`config.mk`:
```
export PLATFORM = sky130hd
export DESIGN_NAME = five_bit_demux_four_buf
export DESIGN_NICKNAME = d
export VERILOG_FILES = /design/src/rtl/five_bit_demux_four_buf.sv
export SDC_FILE = /design/constraint.sdc
export NUM_CORES = 1
export LEC_CHECK = 0
export CORE_MARGIN = 2
export CORE_UTILIZATION = 44
export CTS_CLUSTER_DIAMETER = 40
export CTS_CLUSTER_SIZE = 20
export DETAILED_ROUTE_END_ITERATION = 10
export MAX_ROUTING_LAYER = met4
export PLACE_DENSITY_LB_ADDON = 0.12
export SKIP_CTS_REPAIR_TIMING = 1
export SLEW_MARGIN = 10
export SYNTH_ARGS = -nofsm -noshare
export SYNTH_HDL_FRONTEND = slang
export SYNTH_SLANG_ARGS = --single-unit
```
`constraint.sdc`:
```
create_clock -name clk -period 2.1 [get_ports clk]
set_input_delay 0.21 -clock clk [delete_from_list [all_inputs] [get_ports clk]]
set_output_delay 0.21 -clock clk [all_outputs]
set_load 0.02 [all_outputs]
```
`src/rtl/five_bit_demux_four_buf.sv`:
```
// Registered 1:4 demultiplexer for 5-bit words with per-channel holding buffers,
// select or round-robin routing, and an accepted-word counter.
module five_bit_demux_four_buf #(
    parameter int WIDTH = 5,
    parameter int CNT_W = 8
) (
    input  logic             clk,
    input  logic             rst_n,
    input  logic [WIDTH-1:0] in_data,
    input  logic             in_valid,
    output logic             in_ready,
    input  logic [1:0]       select,
    input  logic             rr_mode,
    output logic [WIDTH-1:0] out1,
    output logic [WIDTH-1:0] out2,
    output logic [WIDTH-1:0] out3,
    output logic [WIDTH-1:0] out4,
    output logic [3:0]       out_valid,
    input  logic [3:0]       out_ready,
    output logic [1:0]       rr_ptr,
    output logic [CNT_W-1:0] accept_count
);

    logic [WIDTH-1:0] data_q [4];
    logic [WIDTH-1:0] data_d [4];
    logic [3:0]       valid_q, valid_d;
    logic [1:0]       rr_ptr_q, rr_ptr_d;
    logic [CNT_W-1:0] cnt_q, cnt_d;
    logic [1:0]       target;
    logic             accept;

    // A full target that drains this cycle can take a new word (no bubble).
    always_comb begin
        target   = rr_mode ? rr_ptr_q : select;
        in_ready = rst_n & (~valid_q[target] | out_ready[target]);
        accept   = in_valid & in_ready;
    end

    always_comb begin
        data_d   = data_q;
        valid_d  = valid_q & ~out_ready;
        rr_ptr_d = rr_ptr_q;
        cnt_d    = cnt_q;
        if (accept) begin
            data_d[target]  = in_data;
            valid_d[target] = 1'b1;
            cnt_d           = cnt_q + {{(CNT_W-1){1'b0}}, 1'b1};
            if (rr_mode) begin
                rr_ptr_d = rr_ptr_q + 2'd1;
            end
        end
    end

    always_ff @(posedge clk) begin
        if (!rst_n) begin
            for (int unsigned i = 0; i < 4; i++) begin
                data_q[i] <= '0;
            end
            valid_q  <= '0;
            rr_ptr_q <= '0;
            cnt_q    <= '0;
        end else begin
            data_q   <= data_d;
            valid_q  <= valid_d;
            rr_ptr_q <= rr_ptr_d;
            cnt_q    <= cnt_d;
        end
    end

    assign out1         = data_q[0];
    assign out2         = data_q[1];
    assign out3         = data_q[2];
    assign out4         = data_q[3];
    assign out_valid    = valid_q;
    assign rr_ptr       = rr_ptr_q;
    assign accept_count = cnt_q;

endmodule

```
; ---- Yosys cells after proc, flatten, opt, wreduce, memory -nomap -nowiden
; Cells that the tools add are included.
[word_totals]
register_bits = 34
wordCells = 35
out_inout_bits = 35
[op_classes]
bitwise_logic = 8
add_sub_neg = 2
reduce_logical = 3
mux = 11
order_cmp = 4
[ops]
columns = op, count
row1 = bitwise mux 20 bit, 1
row2 = demux 5 bit (select 2 bit), 1
row3 = adder 8 x 1 -> 8 bit (second input constant), 1
row4 = two-way mux 5 bit, 1
row5 = bitwise AND 4 bit, 1
row6 = binary-select mux 1 bit (select 2 bit), 2
row7 = two-way mux 4 bit, 1
row8 = NOT 4 bit, 1
row9 = OR 4 bit, 1
row10 = greater-or-equal comparator 3 bit (second input constant), 1
row11 = < comparator 2 x 3 -> 1 bit (second input constant), 1
row12 = < comparator 3 x 1 -> 1 bit (second input constant), 1
row13 = two-way mux 1 bit, 3
row14 = NOT 2 -> 3 bit, 1
row15 = adder 2 x 1 -> 2 bit (second input constant), 1
row16 = bitwise AND 1 bit, 2
row17 = demux 1 bit (select 2 bit), 1
row18 = greater-or-equal comparator 2 x 1 -> 1 bit (second input constant), 1
row19 = logical AND 1 bit, 2
row20 = two-way mux 2 bit, 1
row21 = AND reduction 2 bit, 1
row22 = NOT 1 bit, 1
row23 = OR 1 bit, 1

; ---- Depth between registers and ports, before layout
; Gate-level depths: netlist (run 1).
[depth]
word_depth = 8
ltp_mapped = 6
ltp_nobuf = 5

; ---- Worst setup path before layout (run 1)
; No wires, ideal clock.
[synth_path]
path_kind = register to register
from = register rr_ptr_q[1] (netlist: rr_ptr[1])
to = register cnt_q[2] (netlist: accept_count[2])
arrival_ns = 1.748
path_stages_with_launch = 7
setup_slack_ns = 0.282
n_path_buf = 1
setup_time_ns = 0.071
path_cell_list = dfxtp_1 -> mux2i_1 -> mux2i_1 -> mux2i_1 -> buf_4 -> or3_1 -> a21oi_1
[synth_between]
elab_chain_cells = 7
word_cells_on_any_way = 9
[synth_lines]
columns = element, line
row1 = from (decl), 27  ; logic [1:0] rr_ptr_q, rr_ptr_d;
row2 = from (signal assigned), 65  ; rr_ptr_q <= rr_ptr_d;
row3 = two-way mux 2 bit (*), 34  ; target = rr_mode ? rr_ptr_q : select;
row4 = binary-select mux 1 bit (select 2 bit), 35  ; in_ready = rst_n & (~valid_q[target] | out_ready[target]);
row5 = two-way mux 1 bit (not written as such), 35
row6 = NOT 1 bit, 35
row7 = OR 1 bit (*), 35
row8 = bitwise AND 1 bit (*), 35
row9 = bitwise AND 1 bit (*), 36  ; accept = in_valid & in_ready;
row10 = to (signal assigned), 66  ; cnt_q <= cnt_d;
row11 = to (decl), 28  ; logic [CNT_W-1:0] cnt_q, cnt_d;
; Every way passes the cells marked *; elsewhere a longest branch is shown, timed or not. The select of a mux whose other input is x is not followed.
; A chain may end at the register's enable or synchronous reset.

; ---- Worst setup path after layout (run 1)
[layout_path]
from = input select[1]
to = register cnt_q[6] (netlist: accept_count[6])
[layout_between]
elab_chain_cells = 7
word_cells_on_any_way = 9
[layout_lines]
columns = element, line
row1 = from (decl), 12  ; input logic [1:0] select,
row2 = two-way mux 2 bit (*), 34
row3 = binary-select mux 1 bit (select 2 bit), 35
row4 = two-way mux 1 bit (not written as such), 35
row5 = NOT 1 bit, 35
row6 = OR 1 bit (*), 35
row7 = bitwise AND 1 bit (*), 35
row8 = bitwise AND 1 bit (*), 36
; Marks and branches as above.

==> results of run 1 <==
state kept, by name (all words and copies together) (netlist names):
| name | count |
|---|---|
| rr_ptr | 2 |
| out3 | 5 |
| out_valid | 4 |
| accept_count | 8 |
| out2 | 5 |
| out1 | 5 |
| out4 | 5 |
per-stage QoR:
step	util, %	hold slack (ns)	TNS, ns	total power [W]
3_5_place_dp	69.4	0.480	-3.23	0.000881
6_report	73.0	0.423	0	0.00136
5_1_grt	73.0	0.422	0	0.00141
4_1_cts	72.1	0.495	-0.498	0.00136
2_1_floorplan	-	0.357	0	0.000773
3_3_place_gp	69.4	0.462	-1.87	0.000876
cell usage in the layout, fill, tap and decap left out, types with 5 or more instances in the layout:
cell,instances
nand2_1,6
buf_4,21
nor2_1,31
mux2i_1,21
or4_1,5
dfxtp_1,34
clkdlybuf4s50_1,47
clkbuf_4,5
a21oi_1,7
o31ai_1,6
cell type report:
class,instances,area [µm²]
Multi-Input combinational cell,103,734
Fill cell,238,823
Inverter,3,11.3
Tap cell,44,55.1
Timing Repair Buffer,71,666
Clock inverter,3,45.0
Clock buffer,5,37.5
Sequential cell,34,681
worst paths after layout:
check / startpoint / end / slack, ns / depth (start not counted)
hold / removal: rr_mode / rr_ptr[0]$_SDFFE_PN0P_ / 0.42 / 4
hold reg to reg: accept_count[7]$_SDFFE_PN0P_ / accept_count[7]$_SDFFE_PN0P_ / 0.49 / 2
setup / recovery: select[1] / accept_count[6]$_SDFFE_PN0P_ / 0.21 / 7
setup reg to reg: rr_ptr[1]$_SDFFE_PN0P_ / accept_count[6]$_SDFFE_PN0P_ / 0.21 / 6
routing by layer:
layer	vias to the layer above	part of all wire [%]	track usage (%)
met3	4	5.0	6.40
met1	649	45	26.1
met4	0	0.57	5.90
met5	-	0	-
li1	653	-	-
met2	48	50	35.8
cell families after synthesis:
logic type,count (synthesis)
buffers and inverters,7
multiplexers,26
AND/OR/NAND/NOR,60
AO/OA/AOI/OAI,15
XOR/XNOR,1
flip-flops,34
adder cells (fa/ha/maj),1
power groups by stage:
stage / clock network (W) / logic, W / registers (W)
floorplan: 0 / 0.0000657 / 0.000708
finish: 0.000485 / 0.000197 / 0.000675
CTS: 0.000496 / 0.000193 / 0.000675
global route: 0.000524 / 0.000210 / 0.000678
global placement: 0 / 0.000188 / 0.000688
detailed placement: 0 / 0.000192 / 0.000689
worst min-delay path: stages:
cell	delay, ns
dlymetal6s2s_1	0.16
buf_4	0.17
nand4_1	0.08
a21oi_1	0.07
==> flow_summary.yaml, run 1 <==
cts:
  cts_buffer_depth: 2
  htreeDepth: 2
  clk_latency_ns: 0.33
  clock-sinks: 34
  cts_buffers: 5
  root_buffer: "clkbuf_4"
  clkTransAtPathRegs_ns: 0.11
  cts_tree: "built"
drt:
  drtAntennaViolNets: 0
  drt_iter0_drc: 64
  routed_wl_um: 3710
  num_vias: 1354
  vias_per_cell: 5.15
  first_pass_iters: 4
  drc: 0
  wl_per_cell_um: 14.1
power_and_ir_drop:
  p_leak_nw: 0.810
  intPower_w: 0.00101
  powerDensity_nw_per_um2: 609
  share_comb_of_total_power_pct: 14.6
  clock_power_share_pct: 35.7
  peakVddDrop_mv: 0.526
  netSwitchingPower_w: 0.000343
  p_seq_share_pct: 49.7
  switching_share_pct: 25.3
critical_path:
  worstPathArrival_ns: 2.16
  slowest_stage: "or4_1"
  critPathMaxStageDelay_ns: 0.50
  cp_max_fo: 12
  worst_path_most_repeated_cell: "mux2i_2"
  cp.required_ns: 2.37
  crit_chain: "clkdlybuf4s50_1 > mux2i_4 > mux2i_2 > mux2i_2 > buf_4 > or4_1 > a21oi_1"
  path_class: "input port to flip-flop"
  crit_family: "multiplexers"
  crit_buf_inv: 2
  cp-start-kind: "input port"
  endpoint_kind: "flip-flop"
yosys:
  syn_inst: 144
  netlist_top_cells_area: "dfxtp_1, mux2i_1, nor2_1, o31ai_1, or4_1"
  synth_edf_count: 0
  synth-adder-area-share_pct: 0.880
  synth_top_family_by_area: "simple AND/OR/NAND/NOR gates"
  postSynth.asyncResetShare_pct: 0
  yosys.area_share.simple_pct: 23.0
  ys_warn_count: 0
  yosysMostFrequentCell: "dfxtp_1"
  ys_seq_area_share_pct: 47.9
  syn_nets: 160
  syn_area_per_cell_um2: 9.87
  synth_flop_cell: "dfxtp_1"
  muxShareOfSynthArea_pct: 19.2
  synth_compound_area_share_pct: 6.34
  synth-seq-cells: 34
  netlist_top_cells_count: "dfxtp_1, nor2_1, mux2i_1, a21oi_1"
  ys_types: 26
  synth-xor-area-share_pct: 0.616
  synth_area_um2: 1420
  synth_top_area_cell: "dfxtp_1"
  synth.top_cell.area_share_pct: 47.9
timing:
  hold_viol: 0
  worstMarginPinSlew_ns: 0.316
  setup_viol: 0
  fmax_ghz: 0.529
  timing.final.crit_share_pct: 90.0
  final_max_slew_viol_count: 0
  period_minus_slack_ns: 1.89
  rsz0062_at_grt: "no"
  final.setup.worst_slack_ns: 0.209
  clock_skew_ns: 0.00843
  relSlewSlack_pct: 78.5
min_path:
  hp-class: "input port to flip-flop"
floorplan:
  design.core.area_um2: 3050
  rows: 20
  die_w_um: 60.8
  die_area_um2: 3700
  start_util_pct: 46.6
  die_h_um: 60.8
  io_pins: 50
global_routing:
  grt_antenna_before_repair: 0
  grt_max_degree: 25
  gr-usage-all-layers_pct: 21.8
  grt_pass1_wl_um: 5820
  first_global_vias: 1322
  grt_overflow: 0
placement:
  dpl.hpwl_um: 2750
  dp_cells: 254
  gp_congestion: 0.823
  pre_cts_ws_ns: -0.414
  port_buffers: 49
  place_area_um2: 2120
flow_run:
  drv.max_cap_violation_count: 0
finish:
  nets: 234
  layout-drive-gt1-share_pct: 18.7
  finalInstanceArea_um2: 2230
  stdcell_count: 263
  area_growth_syn_to_layout_pct: 56.9
  antenna-diode-count: 0
outcome:
  status: "finished, final reports clean"
(Power assumes the default switching activity.)
==> run 2, diff against run 1 <==
clock period = 2 ns   (was 2.1 ns; I/O delays follow)
==> run 2 against run 1 <==
Net effect:
- sequential share of layout area about the same
- routed wire length is 4.0% higher
- combinational power increased by 8%
- non-clock buffer count increased by 1
- largest power group unchanged
==> flow_summary.yaml, run 2 (same netlist as run 1, synthesis figures left out) <==
timing:
  period_minus_slack_ns: 2.00
  fmax_ghz: 0.501
  clock_skew_ns: 0.00647
  timing.final.crit_share_pct: 99.8
  hold_viol: 0
  final.setup.worst_slack_ns: 0.00341
  holdWs_ns: 0.385
  final_max_slew_viol_count: 0
  relSlewSlack_pct: 81.4
  worstMarginPinSlew_ns: 0.274
  setup_viol: 0
critical_path:
  cp-start-kind: "flip-flop"
  path_class: "flip-flop to flip-flop"
  worstPathArrival_ns: 2.27
  cp_max_fo: 12
  slowest_stage: "or4_1"
  crit_chain: "mux2i_4 > mux2i_2 > mux2i_4 > buf_4 > or4_1 > a21oi_2"
  critPathMaxStageDelay_ns: 0.53
  worst_path_most_repeated_cell: "mux2i_4"
  cp.required_ns: 2.27
  endpoint_kind: "flip-flop"
finish:
  layout-drive-gt1-share_pct: 19.1
  final_cell_mix: "clkdlybuf4s50_1, dfxtp_1, nor2_1"
  final_common_cell: "clkdlybuf4s50_1"
  area_growth_syn_to_layout_pct: 57.3
  stdcell_count: 264
  antenna-diode-count: 0
  nets: 235
  fillCellCount: 240
  largest_reg_flops: 8
power_and_ir_drop:
  netSwitchingPower_w: 0.000346
  intPower_w: 0.000976
  p_leak_nw: 0.823
  powerDensity_nw_per_um2: 592
  switching_share_pct: 26.2
  p_seq_share_pct: 53.6
  clock_power_share_pct: 30.3
  share_comb_of_total_power_pct: 16.1
  peakVddDrop_mv: 0.379
drt:
  vias_per_cell: 5.15
  routed_wl_um: 3860
  drtAntennaViolNets: 0
  first_pass_iters: 4
  drt_iter0_drc: 66
  wl_per_cell_um: 14.6
  num_vias: 1360
  drc: 0
cts:
  root_buffer: "clkbuf_4"
  cts_buffer_depth: 2
  htreeDepth: 2
  clock-sinks: 34
  cts_buffers: 5
  clkTransAtPathRegs_ns: 0.10
  cts_tree: "built"
  clk_latency_ns: 0.33
placement:
  gp_congestion: 0.825
  dpl.hpwl_um: 2820
  dp_cells: 254
  port_buffers: 49
  pre_cts_ws_ns: -0.534
global_routing:
  first_global_vias: 1321
  grt_pass1_wl_um: 6070
  grt_overflow: 0
  grt_antenna_before_repair: 0
  grt_max_degree: 25
  gr-usage-all-layers_pct: 23.0
floorplan:
  die_w_um: 60.8
  start_util_pct: 46.6
  rows: 20
  die_area_um2: 3700
  die_h_um: 60.8
  io_pins: 50
  design.core.area_um2: 3050
flow_run:
  drv.max_cap_violation_count: 0
outcome:
  status: "finished, final reports clean"
min_path:
  hp-class: "input port to flip-flop"
run 2: area by class of cell:
| type | instances | area [µm²] | share of cell area (%) |
|---|---|---|---|
| multi-input cells | 103 | 747 | 33.4 |
| clock buffers | 7 | 55.1 | 2.46 |
| clock inverters | 1 | 5.00 | 0.224 |
| repair buffers | 72 | 681 | 30.4 |
| well taps | 44 | 55.1 | 2.46 |
| inverters | 3 | 11.3 | 0.504 |
| flip-flops and latches | 34 | 682 | 30.5 |
run 2: routing by layer:
metal,GRT usage (%),up-vias,share of wire [%]
met2,37.6,50,50
met5,-,-,0
met1,27.6,645,43
met4,7.45,0,1.4
met3,5.76,6,5.4
li1,-,659,-
run 2: per-stage QoR:
step	TNS, ns	cell area, µm²	util (%)	total power (W)
2_1_floorplan	0	1420	-	0.000812
3_5_place_dp	-6.65	2120	69.4	0.000925
3_3_place_gp	-3.63	2120	69.4	0.000919
5_1_grt	-0.0976	2240	73.2	0.00138
4_1_cts	-1.21	2180	71.4	0.00132
6_report	0	2240	73.2	0.00132
run 2: worst max-delay path, delay by kind of cell, from the launching register on:
kind / cells / cell delay (ns)
buffers and inverters: 1 / 0.19
muxes: 3 / 0.69
AOI/OAI and AO/OA: 1 / 0.17
and+or+nand+nor: 1 / 0.53
DFF: 1 / 0.34
run 2: power by group through the flow:
stage / Sequential (W) / Combinational, W / Clock [W]
5_1_grt: 0.000711 / 0.000227 / 0.000446
3_3_place_gp: 0.000723 / 0.000197 / 0
3_5_place_dp: 0.000724 / 0.000202 / 0
4_1_cts: 0.000708 / 0.000203 / 0.000411
6_report: 0.000709 / 0.000213 / 0.000401
2_1_floorplan: 0.000743 / 0.0000689 / 0
run 2: path summary, 6_finish.rpt:
check	to	from	cells past startpoint	slack, ns
setup / recovery	accept_count[7]$_SDFFE_PN0P_	rr_ptr[1]$_SDFFE_PN0P_	6	0.003
hold / removal	rr_ptr[0]$_SDFFE_PN0P_	rr_mode	4	0.38
setup reg to reg	accept_count[7]$_SDFFE_PN0P_	rr_ptr[1]$_SDFFE_PN0P_	6	0.003
hold reg to reg	out1[4]$_SDFFE_PN0P_	out1[4]$_SDFFE_PN0P_	2	0.51
==> run 3, diff against run 2 <==
HOLD_SLACK_MARGIN = 0.12   (was not set)
==> results of run 3 <==
Final layout, timing and power as in run 2 (identical DEF).
